`config.mk`:
```
export PLATFORM = sky130hd
export DESIGN_NAME = f3m_mult_serial
export DESIGN_NICKNAME = d
export VERILOG_FILES = /design/src/rtl/f3m_mult_serial.sv
export SDC_FILE = /design/constraint.sdc
export NUM_CORES = 2
export LEC_CHECK = 0
export CORE_MARGIN = 3
export CORE_UTILIZATION = 25
export CTS_CLUSTER_DIAMETER = 80
export CTS_CLUSTER_SIZE = 10
export DETAILED_ROUTE_END_ITERATION = 7
export PLACE_DENSITY_LB_ADDON = 0.3
export SLEW_MARGIN = 20
export SYNTH_ARGS = -nofsm -noshare
export SYNTH_HDL_FRONTEND = slang
export SYNTH_SLANG_ARGS = --single-unit
export TNS_END_PERCENT = 5
```
`constraint.sdc`:
```
create_clock -name clk -period 7.4 [get_ports clk]
set_clock_uncertainty 0.1 [all_clocks]
set_input_delay 1.48 -clock clk [delete_from_list [all_inputs] [get_ports clk]]
set_output_delay 1.48 -clock clk [all_outputs]
set_load 0.02 [all_outputs]
```
`src/rtl/f3m_mult_serial.sv`:
```
// Coefficient-serial GF(3^M) multiplier, reduction polynomial x^M + x^K + 2, start/done handshake.
// Define F3M_MULT_DIGIT2_EN to consume two B coefficients per RUN cycle.
module f3m_mult_serial #(
  parameter int M = 97,
  parameter int K = 12
) (
  input  logic           clk,
  input  logic           reset,
  input  logic           start,
  input  logic [2*M-1:0] A,
  input  logic [2*M-1:0] B,
  output logic           busy,
  output logic           done,
  output logic [2*M-1:0] C
);

  localparam int CW = (M > 1) ? $clog2(M) : 1;

  // Handshake: start is sampled only in IDLE or FIN; done is a one-cycle pulse with C valid.
  typedef enum logic [1:0] {IDLE, RUN, FIN} state_t;

  state_t         state, state_nx;
  logic [2*M-1:0] a_q, a_nx, b_q, b_nx, acc_q, acc_nx, c_q, c_nx, step_res;
  logic [CW-1:0]  cnt_q, cnt_nx;
  logic           last;

  function automatic logic [1:0] f3_add(input logic [1:0] x, input logic [1:0] y);
    logic [2:0] s;
    s = {1'b0, x} + {1'b0, y};
    return (s >= 3'd3) ? 2'(s - 3'd3) : s[1:0];
  endfunction

  function automatic logic [1:0] f3_neg(input logic [1:0] x);
    return (x == 2'd1) ? 2'd2 : (x == 2'd2) ? 2'd1 : 2'd0;
  endfunction

  function automatic logic [1:0] f3_mult(input logic [1:0] x, input logic [1:0] y);
    if (x == 2'd0 || y == 2'd0) return 2'd0;
    return (x == y) ? 2'd1 : 2'd2;
  endfunction

  function automatic logic [1:0] coef(input logic [2*M-1:0] v, input logic [CW-1:0] idx);
    logic [2*M-1:0] s;
    s = v >> {idx, 1'b0};
    return s[1:0];
  endfunction

  // acc*x mod p: x^M folds back as 2x^K + 1, then add bi*A coefficient-wise.
  function automatic logic [2*M-1:0] mac_step(input logic [2*M-1:0] acc,
                                              input logic [2*M-1:0] a,
                                              input logic [1:0]     bi);
    logic [2*M-1:0] r;
    logic [1:0]     t;
    t = acc[2*M-1 -: 2];
    r = {acc[2*M-3:0], t};
    r[2*K +: 2] = f3_add(r[2*K +: 2], f3_neg(t));
    for (int j = 0; j < M; j++)
      r[2*j +: 2] = f3_add(r[2*j +: 2], f3_mult(bi, a[2*j +: 2]));
    return r;
  endfunction

  always_ff @(posedge clk or negedge reset) begin
    if (!reset) begin
      state <= IDLE;
      a_q   <= '0;
      b_q   <= '0;
      acc_q <= '0;
      c_q   <= '0;
      cnt_q <= '0;
    end else begin
      state <= state_nx;
      a_q   <= a_nx;
      b_q   <= b_nx;
      acc_q <= acc_nx;
      c_q   <= c_nx;
      cnt_q <= cnt_nx;
    end
  end

  always_comb begin
    state_nx = state;
    a_nx     = a_q;
    b_nx     = b_q;
    acc_nx   = acc_q;
    c_nx     = c_q;
    cnt_nx   = cnt_q;
    step_res = '0;
    last     = 1'b0;
    busy     = 1'b0;
    done     = 1'b0;
    case (state)
      RUN: begin
        busy = 1'b1;
`ifdef F3M_MULT_DIGIT2_EN
        // With odd M the top coefficient is handled alone so the rest pair up evenly.
        if ((M % 2 == 1) && cnt_q == CW'(M - 1)) begin
          step_res = mac_step(acc_q, a_q, coef(b_q, cnt_q));
          last     = (cnt_q == '0);
          cnt_nx   = cnt_q - CW'(1);
        end else begin
          step_res = mac_step(mac_step(acc_q, a_q, coef(b_q, cnt_q)),
                              a_q, coef(b_q, cnt_q - CW'(1)));
          last     = (cnt_q == CW'(1));
          cnt_nx   = cnt_q - CW'(2);
        end
`else
        step_res = mac_step(acc_q, a_q, coef(b_q, cnt_q));
        last     = (cnt_q == '0);
        cnt_nx   = cnt_q - CW'(1);
`endif
        acc_nx = step_res;
        if (last) begin
          c_nx     = step_res;
          cnt_nx   = '0;
          state_nx = FIN;
        end
      end
      FIN: begin
        done     = 1'b1;
        state_nx = IDLE;
      end
      default: ;
    endcase
    if ((state == IDLE || state == FIN) && start) begin
      a_nx     = A;
      b_nx     = B;
      acc_nx   = '0;
      cnt_nx   = CW'(M - 1);
      state_nx = RUN;
    end
  end

  assign C = c_q;

endmodule

```
# Word-level counts from Yosys, hierarchy flattened
# Index checks and enable logic that the tools add are counted.
dict set report op_classes {
  n_eq_ne 102
  n_reduce_logical 203
  muxes 692
  add_sub_neg 197
  magnitude_cmp 98
  shift 1
}
# cell n
set op_table {}
lappend op_table {{$mux W2} 489}
lappend op_table {{$mux W194} 2}
lappend op_table {{$add A2 B2 Y3} 98}
lappend op_table {{$ge A3 B2 Y1 const B} 98}
lappend op_table {{$logic_not A2 Y1} 99}
lappend op_table {{$mux W1} 197}
lappend op_table {{$sub A2 B2 Y2 const B} 98}
lappend op_table {{$eq A2 B2 Y1} 97}
lappend op_table {{$shr A194 B8 Y2} 1}
lappend op_table {{$logic_or A1 B1 Y1} 98}
lappend op_table {{$mux W7} 3}
lappend op_table {{$logic_not A7 Y1} 1}
lappend op_table {{$sub A7 B1 Y7 const B} 1}
lappend op_table {{$eq A2 B1 Y1 const B} 2}
lappend op_table {{$eq A2 B2 Y1 const B} 2}
lappend op_table {{$pmux W2 S2} 1}
lappend op_table {{$reduce_and A2 Y1} 2}
lappend op_table {{$ne A3 B3 Y1 const B} 1}
lappend op_table {{$reduce_bool A3 Y1} 1}
lappend op_table {{$reduce_bool A2 Y1} 1}
lappend op_table {{$logic_and A1 B1 Y1} 1}
dict set report totals {
  inputBits 391
  wordCells 1299
  ff_bits 785
}

# Longest topological paths before layout
dict set report depth {
  ltp_word 12
  depth_mapped 21
  mapped_depth_nobuf 15
}

# Worst setup path after synthesis
# No wires, ideal clock.
dict set report synth_timing {
  path_type {flip-flop to flip-flop}
  startpoint {reg cnt_q[0]}
  endpoint {reg c_q[136] (netlist: C[136])}
  setup_ns 0.065
  t_arrival_ns 3.946
  setup_slack_ns 3.289
  stages_incl_launch_ff 18
  cell_sequence {dfrtp_1 -> buf_6 -> buf_6 -> mux4_2 -> a22o_1 -> a21oi_1 -> a31oi_1 -> buf_2 -> buf_6 -> buf_6 -> xnor2_1 -> a32o_1 -> ha_1 -> fa_1 -> ha_1 -> or3_1 -> a21oi_1 -> mux2_2}
}
dict set report synth_between {
  elab_chain_cells 10
  elab_cells_between_ends 15
}
# element line_no
set synth_rtl {}
lappend synth_rtl {{start, declared} 24} ;# logic [CW-1:0] cnt_q, cnt_nx;
lappend synth_rtl {{start signal, assigned} 76} ;# cnt_q <= cnt_nx;
lappend synth_rtl {{$shr A194 B8 Y2} 44} ;# s = v >> {idx, 1'b0};
lappend synth_rtl {{$logic_not A2 Y1} 38} ;# if (x == 2'd0 || y == 2'd0) return 2'd0;
lappend synth_rtl {{$logic_or A1 B1 Y1} 38}
lappend synth_rtl {{$mux W1} 38}
lappend synth_rtl {{$mux W1} 91} ;# case (state)
lappend synth_rtl {{$mux W2} 39} ;# return (x == y) ? 2'd1 : 2'd2;
lappend synth_rtl {{$mux W2} 91}
lappend synth_rtl {{$add A2 B2 Y3} 29} ;# s = {1'b0, x} + {1'b0, y};
lappend synth_rtl {{$ge A3 B2 Y1 or $sub A2 B2 Y2 (tied branches)} 30} ;# return (s >= 3'd3) ? 2'(s - 3'd3) : s[1:0];
lappend synth_rtl {{$mux W2} 30}
lappend synth_rtl {{end signal, assigned} 75} ;# c_q <= c_nx;
lappend synth_rtl {{end, declared} 23} ;# logic [2*M-1:0] a_q, a_nx, b_q, b_nx, acc_q, acc_nx, c_q, c_nx, step_res;
# Parallel ways exist; a longest one is shown, timed or not. The select of a mux whose other input is x is not followed.
# A chain may end at the register's enable or synchronous reset.

# Worst setup path after layout
dict set report layout_timing {
  startpoint {reg cnt_q[0]}
  endpoint {reg c_q[10] (netlist: C[10])}
}
# The elaborated chain is that of the path after synthesis.

==> reports/results.tsv <==
metric	value	unit
overflow	0	
die_x	413.4	um
final_area	52370	um^2
cts_tree	done	
finalWirelength	132400	um
dr.pass1.iters	5	
crit_top_cell	ha_1	
drc	0	
drive_gt1_share	17.06	%
dp_slack	1481	ps
hp-class	reg2reg	
drt_iter0_drc	1445	
hold_buffers	0	
viasPerCell	4.636	
cts-root-buf	clkbuf_16	
setup_ws	1585	ps
path_clk_slew	60	ps
fillers	16530	
clockBufferDepth	3	
h-tree-depth	3	
crit_path_start_kind	register	
tightest_slew	1124	ps
path_class	reg2reg	
grt_max_degree	160	
coreArea	163900	um^2
mostFrequentLayoutCells	dfrtp_1, clkdlybuf4s50_1, mux2_2, nand2_1, o21ai_0	
dpl.hpwl	93140	um
ys_ff_latch	785	
async_flop_share	100.0	%
period_share	78.59	%
clk_latency	710	ps
grt_pass1_vias	29950	
vias	29050	
initial_utilization	25.32	%
die_h	413.4	um
antenna_found_initial	61	
final_cells	6266	
place_inst	6113	
period_needed	5815	ps
ant_nets	0	
post-cts-setup-buffers	0	
synth_edf_count	0	
worstHoldStart	acc_q[35]$_DFFE_PN0P_	
routabilityCongestion	0.7959	
fmax	0.1720	GHz
maxSlewHeadroom	25.04	%
grt_usage	15.36	%
cp.required	7930	ps
setup_tns	0	ps
num_io_pins	587	
setup_violations	0	
routedWlPerCell	21.12	um
synth.largest_area_cell	dfrtp_1	
rsz0062_at_grt	no	
cts_sinks	785	
worstPathArrival	6340	ps
syn2layout_area_growth	26.22	%
synth.cell_area	41490	um^2
slew_viol_final	0	
synth_cell_type_count	52	
syn_area_per_cell	11.83	um^2
die-area	170900	um^2
finalNetCount	4721	
synthFlopType	dfrtp_1	
synth_area_leaders	dfrtp_1, mux2_2, ha_1	
io_buffers	586	
cts_buffers	94	
layout_commonest_cell	dfrtp_1	
rows	148	
cp_max_fo	102	
place_area	49670	um^2
cpPeakStageDelay	770	ps
synth_top_area_share	47.34	%
outcome	complete, no violations	
syn-num-nets	4193	
r2r_start	cnt_q[0]$_DFFE_PN0P_	
cp_slowest_cell	dfrtp_4	
yosysWarnings	0	
cts_resized	0	
ys_seq_area_share	47.34	%
cp-startpoint	cnt_q[0]$_DFFE_PN0P_	
syn_inst	3506	
hold_viol	0	
max_cap_violations	0	
grt_pass1_wl	196400	um
path_cells	buf_4, mux4_2, mux2i_1, o22ai_1, nor4_1, a2bb2oi_4, buf_12, a32o_1, ha_1, fa_1, ha_1, or3_1, a21oi_1, mux2_2	
critPathCaptureType	register	
[routing by layer]
metal	vias to the layer above	track usage (%)	wire length [um]
met3	222	5.526	11660
met1	14520	20.01	57940
li1	13530	-	-
met5	-	0	286
met2	733	23.71	58820
met4	42	4.751	3668
[cell type report]
cell class                 instances  area (um^2)  area share, %
multi-input combinational       2399        20540          39.22
sequential                       785        19650          37.52
tap                             2175         2721          5.196
inverter                         133        504.2         0.9628
timing repair buffer             621         6259          11.95
antenna                           35        87.58         0.1672
clock inverter                    17        202.7         0.3870
clock buffer                     101         2410          4.601
[flip-flops by register name (all words and copies together), names as in the netlist]
register  flops
b_q         194
cnt_q         7
C           194
state         2
a_q         194
acc_q       194
[cells in the mapped netlist, types with 2 or more instances]
cell type	number
buf_6	10
fa_1	98
inv_1	132
a32o_1	97
nand2_1	401
nand3b_1	43
nor2b_1	105
and3_1	2
mux2i_1	20
buf_4	2
mux2_2	485
mux4_2	44
clkbuf_1	104
a211o_1	2
o221ai_1	3
nand4_1	2
a221oi_1	3
a21oi_1	105
or3_1	57
o21a_1	3
nor3b_1	44
ha_1	198
buf_1	8
nor3_1	57
xnor2_1	139
xor2_1	55
buf_2	64
a22o_1	98
nand3_1	4
nor2_1	13
o22ai_1	3
dfrtp_1	785
nand2b_1	3
o21ai_0	299
[worst paths after layout]
kind | endpoint | slack (ps) | cells after the start
worst max register to register | C[10]$_DFFE_PN0P_ | 1580 | 14
worst max-delay path | C[10]$_DFFE_PN0P_ | 1580 | 14
min in group asynchronous | b_q[153]$_DFFE_PN0P_ | 650 | 1
worst min register to register | acc_q[35]$_DFFE_PN0P_ | 380 | 2
max in group asynchronous | C[173]$_DFFE_PN0P_ | 5110 | 2
worst min-delay path | acc_q[35]$_DFFE_PN0P_ | 380 | 2
[cell families (layout without fill, tap and decap cells)]
logic type / Yosys count / in the layout / share of synthesized area [%]
and+or+nand+nor: 735 / 735 / 8.694
buffers and inverters: 322 / 872 / 3.332
muxes: 550 / 550 / 16.06
xor gates and xnor gates: 194 / 194 / 4.095
other: 0 / 35 / 0
adders and majority gates: 296 / 296 / 10.70
DFF: 785 / 785 / 47.34
AOI/OAI and AO/OA: 624 / 624 / 9.776
[worst max-delay path, delay by kind of cell, from the launching register on]
kind | cells | cell delay [ps]
flip-flops | 1 | 770
AO/OA/AOI/OAI | 4 | 1080
buffers and inverters | 2 | 660
adder cells (fa/ha/maj) | 3 | 870
multiplexers | 3 | 980
AND/OR/NAND/NOR | 2 | 970
[per-stage QoR]
| step | hold WS [ps] | util (%) |
|---|---|---|
| after CTS | 382.7 | 31.90 |
| final | 377.5 | 31.96 |
| after detailed placement | 370.0 | 30.31 |
| after floorplan | 349.8 | - |
| after global placement | 364.6 | 30.31 |
| after global routing | 404.9 | 31.91 |
Power is left out: the tool's default activity adds up to more than one toggle a clock period on the data nets, which glitch-free logic cannot reach.
